### src/rtl/io_pkg.sv
// Shared IO-block types and sizes for the writeback path.
package io_pkg;

  localparam int unsigned IO_WB_PORTS  = 4;
  localparam int unsigned IO_REGADDR_W = 4;
  localparam int unsigned IO_DATA_W    = 16;

  // Register index whose writebacks carry no architectural effect.
  localparam int unsigned ZERO_REG = 0;

  typedef struct packed {
    logic [IO_REGADDR_W-1:0] dest;
    logic [IO_DATA_W-1:0]    data;
  } io_wb_entry_t;

endpackage

### src/rtl/io_rr_picker.sv
// Round-robin picker: first set request at or after ptr, wrapping to 0.
module io_rr_picker #(
  parameter  int unsigned PORTCOUNT = 4,
  localparam int unsigned IW        = (PORTCOUNT > 1) ? $clog2(PORTCOUNT) : 1
) (
  input  logic [PORTCOUNT-1:0] req,
  input  logic [IW-1:0]        ptr,
  output logic [PORTCOUNT-1:0] grant,
  output logic [IW-1:0]        grant_idx,
  output logic                 any_grant
);

  localparam int unsigned SW = IW + 1;

  logic [2*PORTCOUNT-1:0] dbl;
  logic [PORTCOUNT-1:0]   rot;
  logic [IW-1:0]          off;
  logic [SW-1:0]          sum;

  // Rotate so ptr lands at bit 0, scan for the lowest set bit, then un-rotate the index.
  always_comb begin
    dbl       = {req, req} >> ptr;
    rot       = dbl[PORTCOUNT-1:0];
    any_grant = 1'b0;
    off       = '0;
    for (int i = PORTCOUNT - 1; i >= 0; i--) begin
      if (rot[i]) begin
        any_grant = 1'b1;
        off       = IW'(i);
      end
    end
    sum = {1'b0, ptr} + {1'b0, off};
    if (sum >= SW'(PORTCOUNT)) begin
      sum = sum - SW'(PORTCOUNT);
    end
    grant_idx = sum[IW-1:0];
    grant     = '0;
    if (any_grant) begin
      grant[grant_idx] = 1'b1;
    end
  end

endmodule

### src/rtl/io_writeback_arbiter.sv
// Merges the clock-generation writeback channels into one registered IO writeback port.
module io_writeback_arbiter
  import io_pkg::*;
#(
  parameter  int unsigned DATABITWIDTH    = IO_DATA_W,
  parameter  int unsigned PORTCOUNT       = IO_WB_PORTS,
  parameter  int unsigned REGADDRBITWIDTH = IO_REGADDR_W,
  parameter  bit          DROPZERODEST    = 1'b1,
  localparam int unsigned SRCW            = (PORTCOUNT > 1) ? $clog2(PORTCOUNT) : 1
) (
  input  logic                                      clk,
  input  logic                                      async_rst_n,
  input  logic                                      clk_en,
  input  logic [PORTCOUNT-1:0]                      InACK,
  output logic [PORTCOUNT-1:0]                      InREQ,
  input  logic [PORTCOUNT-1:0][REGADDRBITWIDTH-1:0] InDestReg,
  input  logic [PORTCOUNT-1:0][DATABITWIDTH-1:0]    InData,
  output logic                                      OutACK,
  input  logic                                      OutREQ,
  output logic [REGADDRBITWIDTH-1:0]                OutDestReg,
  output logic [DATABITWIDTH-1:0]                   OutData,
  output logic [SRCW-1:0]                           OutSrcPort
);

  logic                       out_valid_q, out_valid_d;
  logic [REGADDRBITWIDTH-1:0] out_dest_q, out_dest_d;
  logic [DATABITWIDTH-1:0]    out_data_q, out_data_d;
  logic [SRCW-1:0]            out_src_q, out_src_d;
  logic [SRCW-1:0]            ptr_q, ptr_d;

  logic [PORTCOUNT-1:0] grant;
  logic [SRCW-1:0]      grant_idx;
  logic                 any_grant;
  logic                 can_accept;
  logic                 accept;
  logic                 drop;

  io_rr_picker #(
    .PORTCOUNT (PORTCOUNT)
  ) u_picker (
    .req       (InACK),
    .ptr       (ptr_q),
    .grant     (grant),
    .grant_idx (grant_idx),
    .any_grant (any_grant)
  );

  // A full stage drained this cycle may be refilled in the same cycle.
  assign can_accept = async_rst_n & clk_en & (~out_valid_q | OutREQ);
  assign accept     = can_accept & any_grant;
  assign InREQ      = can_accept ? grant : '0;
  assign drop       = DROPZERODEST &&
                      (InDestReg[grant_idx] == REGADDRBITWIDTH'(ZERO_REG));

  always_comb begin
    out_valid_d = out_valid_q;
    out_dest_d  = out_dest_q;
    out_data_d  = out_data_q;
    out_src_d   = out_src_q;
    ptr_d       = ptr_q;
    if (accept) begin
      out_dest_d  = InDestReg[grant_idx];
      out_data_d  = InData[grant_idx];
      out_src_d   = grant_idx;
      out_valid_d = ~drop;
      ptr_d       = (grant_idx == SRCW'(PORTCOUNT - 1)) ? '0 : grant_idx + SRCW'(1);
    end else if (clk_en && out_valid_q && OutREQ) begin
      out_valid_d = 1'b0;
    end
  end

  always_ff @(posedge clk or negedge async_rst_n) begin
    if (!async_rst_n) begin
      out_valid_q <= 1'b0;
      out_dest_q  <= '0;
      out_data_q  <= '0;
      out_src_q   <= '0;
      ptr_q       <= '0;
    end else begin
      out_valid_q <= out_valid_d;
      out_dest_q  <= out_dest_d;
      out_data_q  <= out_data_d;
      out_src_q   <= out_src_d;
      ptr_q       <= ptr_d;
    end
  end

  assign OutACK     = out_valid_q;
  assign OutDestReg = out_dest_q;
  assign OutData    = out_data_q;
  assign OutSrcPort = out_src_q;

endmodule
### config.mk
export PLATFORM = sky130hd
export DESIGN_NAME = io_writeback_arbiter
export DESIGN_NICKNAME = d
export VERILOG_FILES = /design/src/rtl/io_pkg.sv /design/src/rtl/io_rr_picker.sv /design/src/rtl/io_writeback_arbiter.sv
export SDC_FILE = /design/constraint.sdc
export NUM_CORES = 1
export LEC_CHECK = 0
export ABC_AREA = 1
export CORE_MARGIN = 3
export CORE_UTILIZATION = 35
export CTS_BUF_LIST = sky130_fd_sc_hd__clkbuf_4
export CTS_CLUSTER_DIAMETER = 60
export DETAILED_ROUTE_END_ITERATION = 10
export PLACE_DENSITY_LB_ADDON = 0.2
export SYNTH_ARGS = -nofsm -noshare
export SYNTH_HDL_FRONTEND = slang
export SYNTH_HIERARCHICAL = 1
export SYNTH_SLANG_ARGS = --single-unit
### constraint.sdc
create_clock -name clk -period 2.2 [get_ports clk]
set_input_delay 0.33 -clock clk [delete_from_list [all_inputs] [get_ports clk]]
set_output_delay 0.33 -clock clk [all_outputs]
set_load 0.005 [all_outputs]
==> After elaboration in Yosys (flattened, before gate mapping) <==
Index checks and enable logic that the tools add are counted.
{ "classes": {"eq_ne": 1, "bitwise_logic": 6, "shifts": 1, "add_sub_neg": 3, "magnitude_cmp": 3, "muxes": 20, "n_reduce_logical": 5} }
{ "op_table": {"columns": ["op", "count"], "rows": [
  ["$bmux 16 s2", 1],
  ["$mux 16", 1],
  ["$mux 2", 6],
  ["$mux 4", 3],
  ["$bmux 4 s2", 1],
  ["$shr 8x2->4", 1],
  ["$mux 1", 7],
  ["$logic_not 4->1", 1],
  ["$add 2x2->3", 1],
  ["$and 1x1->1", 3],
  ["$ge 3x3->1 const B", 1],
  ["$logic_and 1x1->1", 3],
  ["$lt 2x3->1 const B", 1],
  ["$add 2x1->2 const B", 1],
  ["$demux 1 s2", 1],
  ["$eq 2x2->1 const B", 1],
  ["$ge 2x1->1 const B", 1],
  ["$not 1->1", 2],
  ["$reduce_bool 2->1", 1],
  ["$sub 2x1->2 const B", 1],
  ["$or 1x1->1", 1]
]} }
{ "totals": {"elab_cells": 44, "regBits": 25, "input_bits": 88, "output_inout_bits": 27} }

==> Depth between registers and ports, before layout <==
{ "logic_depth": {"ltp_word": 14, "mapped_depth": 18, "ltp_nobuf": 17} }

==> Hierarchy <==
The synthesis kept the hierarchy.
{ "modules_own_cells": {"columns": ["module", "cells_per_inst", "seq_area_each_um2", "area_each_um2", "instances"], "rows": [
  ["io_writeback_arbiter", 238, 625.6, 1594.0, 1],
  ["io_rr_picker", 44, 0.0, 274.0, 1]
]} }

==> Worst setup path before layout <==
Ideal clock, no wire load.
{ "synth_path": {"kind": "register -> register", "startpoint": "register ptr_q[0]", "endpoint": "register out_valid_q, in the netlist OutACK", "path_slack_ns": -0.161, "arrival_ns": 2.246, "setup_ns": 0.115, "path_stages_with_launch": 19, "synth_period_minus_slack_ns": 2.361, "cell_sequence": "dfrtp_1 > inv_2 > nand2_1 > nand3_1 > nand2_1 > nand3_1 > a21boi_0 > ha_1 > xnor2_1 > inv_1 > nand2_4 > nand2_4 > inv_1 > buf_2 > nand3_1 > nand2_1 > nand3_1 > nor2_1 > nor2_1"} }
{ "synth_between": {"elab_chain_cells": 13} }
{ "synth_lines": {"columns": ["item", "line_no", "rtl"], "rows": [
  ["start, declared", "io_writeback_arbiter.sv:29", "logic [SRCW-1:0] ptr_q, ptr_d;"],
  ["start signal, assigned", "io_writeback_arbiter.sv:84", "ptr_q <= ptr_d;"],
  ["$shr 8x2->4", "io_rr_picker.sv:22", "dbl = {req, req} >> ptr;"],
  ["$mux 2 (4 in a row)", "io_rr_picker.sv:27", "if (rot[i]) begin"],
  ["$add 2x2->3 *", "io_rr_picker.sv:32", "sum = {1'b0, ptr} + {1'b0, off};"],
  ["$ge 3x3->1 / $sub 2x1->2 (equally long branches)", "io_rr_picker.sv:33, io_rr_picker.sv:34", null],
  ["$mux 2 *", "io_rr_picker.sv:33", "if (sum >= SW'(PORTCOUNT)) begin"],
  ["via grant_idx[1]", "io_writeback_arbiter.sv:32", "logic [SRCW-1:0] grant_idx;"],
  ["$bmux 4 s2 *", "io_writeback_arbiter.sv:53", "(InDestReg[grant_idx] == REGADDRBITWIDTH'(ZERO_REG));"],
  ["$mux 4 (implied by the code) *", "io_writeback_arbiter.sv:53", null],
  ["$logic_not 4->1 *", "io_writeback_arbiter.sv:53", null],
  ["$not 1->1 *", "io_writeback_arbiter.sv:65", "out_valid_d = ~drop;"],
  ["$mux 1 *", "io_writeback_arbiter.sv:61", "if (accept) begin"],
  ["end signal, assigned", "io_writeback_arbiter.sv:80", "out_valid_q <= out_valid_d;"],
  ["end, declared", "io_writeback_arbiter.sv:25", "logic out_valid_q, out_valid_d;"]
]} }
Mark *: on every way through the listed nets, which the timed path passes. The rest lies on a longest branch. The select of a mux whose other input is x is not followed.
A chain may end at the register's enable or synchronous reset.

==> Final worst setup path <==
{ "layout_path": {"startpoint": "input port InACK[0]", "endpoint": "output port InREQ[1]"} }
{ "layout_between": {"elab_chain_cells": 14} }
{ "layout_lines": {"columns": ["item", "line_no", "rtl"], "rows": [
  ["start, declared", "io_writeback_arbiter.sv:14", "input logic [PORTCOUNT-1:0] InACK,"],
  ["$shr 8x2->4 *", "io_rr_picker.sv:22", null],
  ["$mux 2 (3 in a row)", "io_rr_picker.sv:27", null],
  ["$mux 2 *", "io_rr_picker.sv:27", null],
  ["$add 2x2->3 *", "io_rr_picker.sv:32", null],
  ["$ge 3x3->1 / $sub 2x1->2 (equally long branches)", "io_rr_picker.sv:33, io_rr_picker.sv:34", null],
  ["$mux 2 *", "io_rr_picker.sv:33", null],
  ["via grant_idx[1]", "io_writeback_arbiter.sv:32", null],
  ["$lt 2x3->1 (implied by the code) / $ge 2x1->1 (equally long branches)", "io_rr_picker.sv:39", "grant[grant_idx] = 1'b1;"],
  ["$logic_and 1x1->1 (implied by the code)", "io_rr_picker.sv:39", null],
  ["$mux 1 (implied by the code)", "io_rr_picker.sv:39", null],
  ["$demux 1 s2 *", null, null],
  ["$mux 4 *", "io_rr_picker.sv:38", "if (any_grant) begin"],
  ["via grant[1]", "io_writeback_arbiter.sv:31", "logic [PORTCOUNT-1:0] grant;"],
  ["$mux 4 *", "io_writeback_arbiter.sv:51", "assign InREQ = can_accept ? grant : '0;"],
  ["end, declared", "io_writeback_arbiter.sv:15", "output logic [PORTCOUNT-1:0] InREQ,"]
]} }
Mark *: on every way through the listed nets, which the timed path passes. The rest lies on a longest branch.

==> impl_metrics.ini <==
[outcome]
status = finished, violations left
violations = negative setup slack

[power]
switching_power_w = 0.00312
p_per_area_nw_per_um2 = 1810
pwr-share-clk = 0.033
pwr-share-seq = 0.128
p_int_w = 0.00341
switching_share = 0.478
peakVddDrop_mv = 1.22
p_leak_nw = 1.62
p_comb_frac = 0.840

[sta]
timing.fmax_mhz = 376
tightest_slew_ps = 326
finClkSkew_ps = 3.40
report.final.slew_viol_count = 0
relSlewSlack = 0.783
period_minus_slack_ps = 2660
finalSetupViolCount = 28
whs_ps = 496
worst_slack_ps = -463
timing.final.hold_violations = 0
rsz0062_at_grt = yes
post-route-period-util = 1.21

[global_route]
grt_pass1_vias = 2258
grt_overflow_total = 0
grt_start_max_net_pins = 44
grt_usage = 0.208
antenna_found_initial = 0
grt_pass1_wl_mm = 10.5

[yosys]
synth-simple-area-share = 0.379
async_flop_share = 1.00
ys_ff_latch = 25
synth_compound_area_frac = 0.170
netlist.area_leader.share = 0.335
synth-xor-area-share = 0.00469
synth_cell_type_count = 25
muxShareOfSynthArea = 0
synthCells = 282
synth_flop_cell = dfrtp_1
synth_edf_count = 0
yosysSeqAreaShare = 0.335
synth_top_family_by_area = simple AND/OR/NAND/NOR gates
synth_warnings = 6
synth_top_cell_by_area = dfrtp_1
synth.avg_cell_area_sq_um = 6.62
synthTopCellsByArea = dfrtp_1, nand2_1, o21ai_0
synthTopCellsByCount = nand2_1, nor2_1, o21ai_0
synth_fa_ha_area_frac = 0.0201
synth_nets = 373
synth.most_common_cell = nand2_1
synthesis.area_sq_um = 1870

[routing]
viasPerCell = 4.99
via_count = 2399
dr.pass1.iters = 5
wl_mm = 6.76
drt_iter0_drc = 112
ant_nets = 0
drc = 0
routedWlPerCell_microns = 14.1

[clock_network]
cts_root_buf = clkbuf_4
clock-sinks = 25
hold_buffers = 0
tritoncts.num_buffers = 3
clockBufferDepth = 2
cts_tree = yes
clk_latency_ps = 320
path_clk_slew_ps = 130
htreeDepth = 1

[final_layout]
syn_to_final_growth_pct = 92.7
drive_above_1_share = 0.271
postLayoutCoreUtil = 0.728
fin_cells = 481
diodes = 0
nets = 506

[setup_path]
start_kind = input pin
crit_required_ps = 1870
crit_chain = clkdlybuf4s50_1 > nand2_1 > nand3_2 > nand2_2 > a21boi_2 > ha_2 > xnor2_2 > inv_1 > nand2_4 > nand2_4 > nor2_2 > inv_1 > nor2_1 > buf_2
max_stage_delay_ps = 550
slowest_stage = clkdlybuf4s50_1
worst-path-buf-inv = 4
path_max_fanout = 3
arrival_ps = 2330
worstSetupPathType = input pin to output port
critical_path.top_delay_family = buffers and inverters
endpoint_kind = output port

[floorplanning]
num_rows = 25
ios = 115
fp.dieW_microns = 79.1
die_y_microns = 79.1
die-area_sq_um = 6250
initial_core_util = 0.378
core_region_area_sq_um = 4940

[placement]
pre_cts_slack_ps = -720
gp_congestion = 0.787
port_buffers = 114
dp_hpwl_mm = 4.81
placed_cells = 465

[worst_hold_path]
hp-class = flip-flop to flip-flop

[job]
max_cap_viol_count = 0
[sequential cells by signal, indices dropped and copies added (netlist names)]
name,cells
OutData,16
OutDestReg,4
OutSrcPort,2
ptr_q,2
OutACK,1
[cells in the final DEF (no fill, tap or decap), types with 2 or more instances in the layout]
cell type and count:
nand3_1 8, o22ai_1 11, dfrtp_2 2, dfrtp_1 23
clkdlybuf4s50_1 110, nand2_1 81, inv_2 4, o21ai_0 19
nand3_2 11, inv_4 2, buf_4 20, nand2_4 6
o21ai_2 15, clkbuf_16 2, o21ai_1 3, buf_2 4
clkbuf_4 4, buf_12 7, nor2_1 37, inv_1 7
nor2_2 3, nand2_2 15, o22ai_2 5
[worst register-to-register path, cell delays in order, from the launching register on]
cell,delay [ps]
dfrtp_2,470
inv_4,80
nand2_4,70
nand3_2,80
nand2_2,80
nand3_2,60
a21boi_2,140
ha_2,200
xnor2_2,140
inv_1,100
nand2_4,100
nand2_4,70
buf_12,160
inv_8,80
buf_12,120
nand3_2,80
nand2_2,90
nand3_1,70
nor2_1,100
nor2_1,50
[stage by stage]
stage	cell area, sq um	total power, W	TNS, ps
finish	3600	0.00653	-6840
detailed placement	3210	0.00497	-16110
global route	3600	0.00710	-9790
global placement	3210	0.00488	-14700
CTS	3350	0.00546	-7660
floorplan	1880	0.00352	0
[path summary, 6_finish.rpt]
| kind | from | endpoint | slack, ps | depth (start not counted) |
|---|---|---|---|---|
| max in group asynchronous | async_rst_n | ptr_q[0] | 1430 | 2 |
| min reg2reg | OutData[8] | OutData[8] | 500 | 2 |
| min | OutData[8] | OutData[8] | 500 | 2 |
| max reg2reg | ptr_q[0] | OutACK | -240 | 19 |
| min in group asynchronous | async_rst_n | OutDestReg[2] | 510 | 2 |
| max | InACK[0] | InREQ[1] | -460 | 14 |
[layout make-up]
type	count	area, sq um
multi-input combinational	225	1300
inverter	15	73.8
tap	67	83.8
timing repair buffer	145	1490
fill	407	1340
sequential	25	628
clock buffer	4	30.0
[per-layer routing]
layer,up-vias,track usage,wire (microns)
met1,1117,0.250,2670
met5,-,0,0
met2,91,0.377,3520
met4,0,0.0258,44
met3,6,0.0578,533
li1,1185,-,-
[timing repair]
action                     CTS  global route
buffers inserted             7             3
pin swaps                   11            11
resized for setup           37            62
cloned                       0             2
setup endpoints to repair   28            29
[kinds of logic (layout without fill, tap and decap cells)]
group / count (synthesis) / count (layout)
AND/OR/NAND/NOR: 163 / 163
AO/OA/AOI/OAI: 58 / 58
buffers and inverters: 32 / 164
XOR/XNOR: 1 / 1
flip-flops: 25 / 25
adder cells (fa/ha/maj): 3 / 3
[power groups by stage]
stage | Clock (W) | Sequential [W] | Combinational (W)
finish | 0.000215 | 0.000832 | 0.00548
global placement | 0 | 0.000829 | 0.00405
CTS | 0.000228 | 0.000834 | 0.00440
floorplan | 0 | 0.000842 | 0.00268
global route | 0.000244 | 0.000864 | 0.00599
detailed placement | 0 | 0.000831 | 0.00414
No activity file was read; power rests on OpenSTA's default activity.
==> patch, RTL diff (same flow settings) <==
Set the package constant `IO_REGADDR_W` to 5 (it was 4).
--- a/src/rtl/io_pkg.sv
+++ b/src/rtl/io_pkg.sv
@@ -3,5 +3,5 @@
 
   localparam int unsigned IO_WB_PORTS  = 4;
-  localparam int unsigned IO_REGADDR_W = 4;
+  localparam int unsigned IO_REGADDR_W = 5;
   localparam int unsigned IO_DATA_W    = 16;
 
Interface: changed (resized InDestReg and OutDestReg); port bits go from 115 to 120. The function was not compared with the original's and may differ.
==> patch against the original RTL <==
The run still ends with negative setup slack left. Via count rose by 1.7%. Area after synthesis rose by 3.6%. Final cell count rose by 5.4%. Setup slack got worse by 7.2 ps. Wire length rose by 7.3%. Total power rose by 11%. Synthesized cell count rose by 4.6%. Core utilization rose by 0.074 points. Final area rose by 6.1%. Sequential cell count rose by 1. Largest power group unchanged.
==> patch: results (changes against the original RTL) <==
outcome - finished, violations left (unchanged)
failing checks - negative setup slack (unchanged)
HPWL Detailed - 5050 µm (was 4810 µm)
dominant cells by area after synthesis - dfrtp_1 (34%), nand2_1 (19%), o21ai_0 (10%), nor2_1 (7.4%), nand3_1 (5.4%) (was dfrtp_1 (33%), nand2_1 (18%), o21ai_0 (9.9%), nor2_1 (7.6%), o22ai_1 (5.4%))
Slew @ Worst Pin - 336 ps (was 326 ps)
Worst Skew - 6.69 ps (was 3.40 ps)
share of layout cells above drive strength 1 - 27.5% (was 27.1%)
via count - 2,439 (was 2,399)
Final Setup Violations - 28 (unchanged)
worst slack, placed - -794 ps (was -720 ps)
largest net degree at the start of global routing - 46 (was 44)
setup TNS - -8630 ps (was -6840 ps)
count of non-filler cells in the finished layout - 507 (was 481)
worst-path fanout max - 6 (was 3)
TritonRoute pass-1 iters - 4 (was 5)
gpl congestion - 0.758 (was 0.787)
Yosys cell types - 26 (was 25)
worst min-delay path class - input port to asynchronous set/reset pin (was flip-flop to flip-flop)
cell count after synthesis - 295 (was 282)
Seq/Total Area, Yosys - 33.6% (was 33.5%)
worst setup margin - -470 ps (was -463 ps)
Fillers - 445 (was 407)
initial drt markers - 77 (was 112)
Clk pin slew, worst setup/hold paths - 150 ps (was 130 ps)
worst r2r dst - OutData[1] (was OutACK)
hold_ws - 433 ps (was 496 ps)
WL/cell - 14.3 µm (was 14.1 µm)
R2R depth - 18 (was 19)
[patch: how the worst max path moves through the flow]
stage                     endpoint  startpoint  depth (start not counted)
after global routing      InREQ[2]    ptr_q[0]                         14
final                     InREQ[2]    ptr_q[0]                         13
after floorplan             OutACK    ptr_q[0]                         17
after CTS                 InREQ[2]    ptr_q[0]                         15
after detailed placement  InREQ[0]    InACK[1]                         15
after global placement    InREQ[1]    InACK[1]                         15
[patch: logic make-up (layout without fill, tap and decap cells)]
logic type      after synthesis  in the layout  synth area share [%]
compound gates               59             59                  16.5
fa+ha+maj                     3              3                  1.94
simple gates                173            173                  38.5
flops                        26             26                  33.6
buf+inv                      33            175                  8.92
xor+xnor                      1              1                 0.453
[patch: metrics by stage]
step           total power, µW  area (µm²)
6_report                  7230        3820
5_1_grt                   7860        3820
4_1_cts                   6860        3720
3_5_place_dp              5240        3340
3_3_place_gp              5160        3340
2_1_floorplan             3630        1960
[patch: worst max-delay path: stages, from the launching register on]
cell	delay [ps]
dfrtp_2	500
nand2_2	110
nand3_2	80
nand2_2	110
nand3_4	100
a21boi_4	180
ha_4	180
xnor2_4	130
nand3_4	100
buf_6	140
a21oi_4	110
inv_1	50
nor2_1	100
buf_2	130
[patch: final cells by class]
type                       count  area, µm²  share of cell area, %
multi-input combinational    236       1390                   36.5
sequential                    26        653                   17.1
clock buffer                   4       30.0                  0.786
timing repair buffer         155       1580                   41.3
tap                           70       87.6                   2.29
inverter                      16       75.1                   1.97
[patch: power by group]
group / internal, µW / leakage, µW / total, µW / switching (µW)
clock: 83.2 / 0.0000184 / 228 / 145
combinational: 3060 / 0.00138 / 6150 / 3090
sequential: 706 / 0.000322 / 858 / 152
[patch: metal layers]
metal | track usage, % | vias up | part of all wire, %
li1 | - | 1253 | -
met1 | 25.4 | 1125 | 40
met2 | 39.7 | 57 | 54
met3 | 5.04 | 4 | 5.7
met4 | 4.73 | 0 | 0.65
met5 | 0 | - | 0
[patch: repair_timing]
| item | in CTS | in global routing |
|---|---|---|
| resized for setup | 108 | 11 |
| pin swaps | 40 | 12 |
| cloned | 1 | 1 |
| buffers inserted | 10 | 1 |
| endpoints found under the hold margin | 0 | 0 |
| setup endpoints to repair | 28 | 30 |
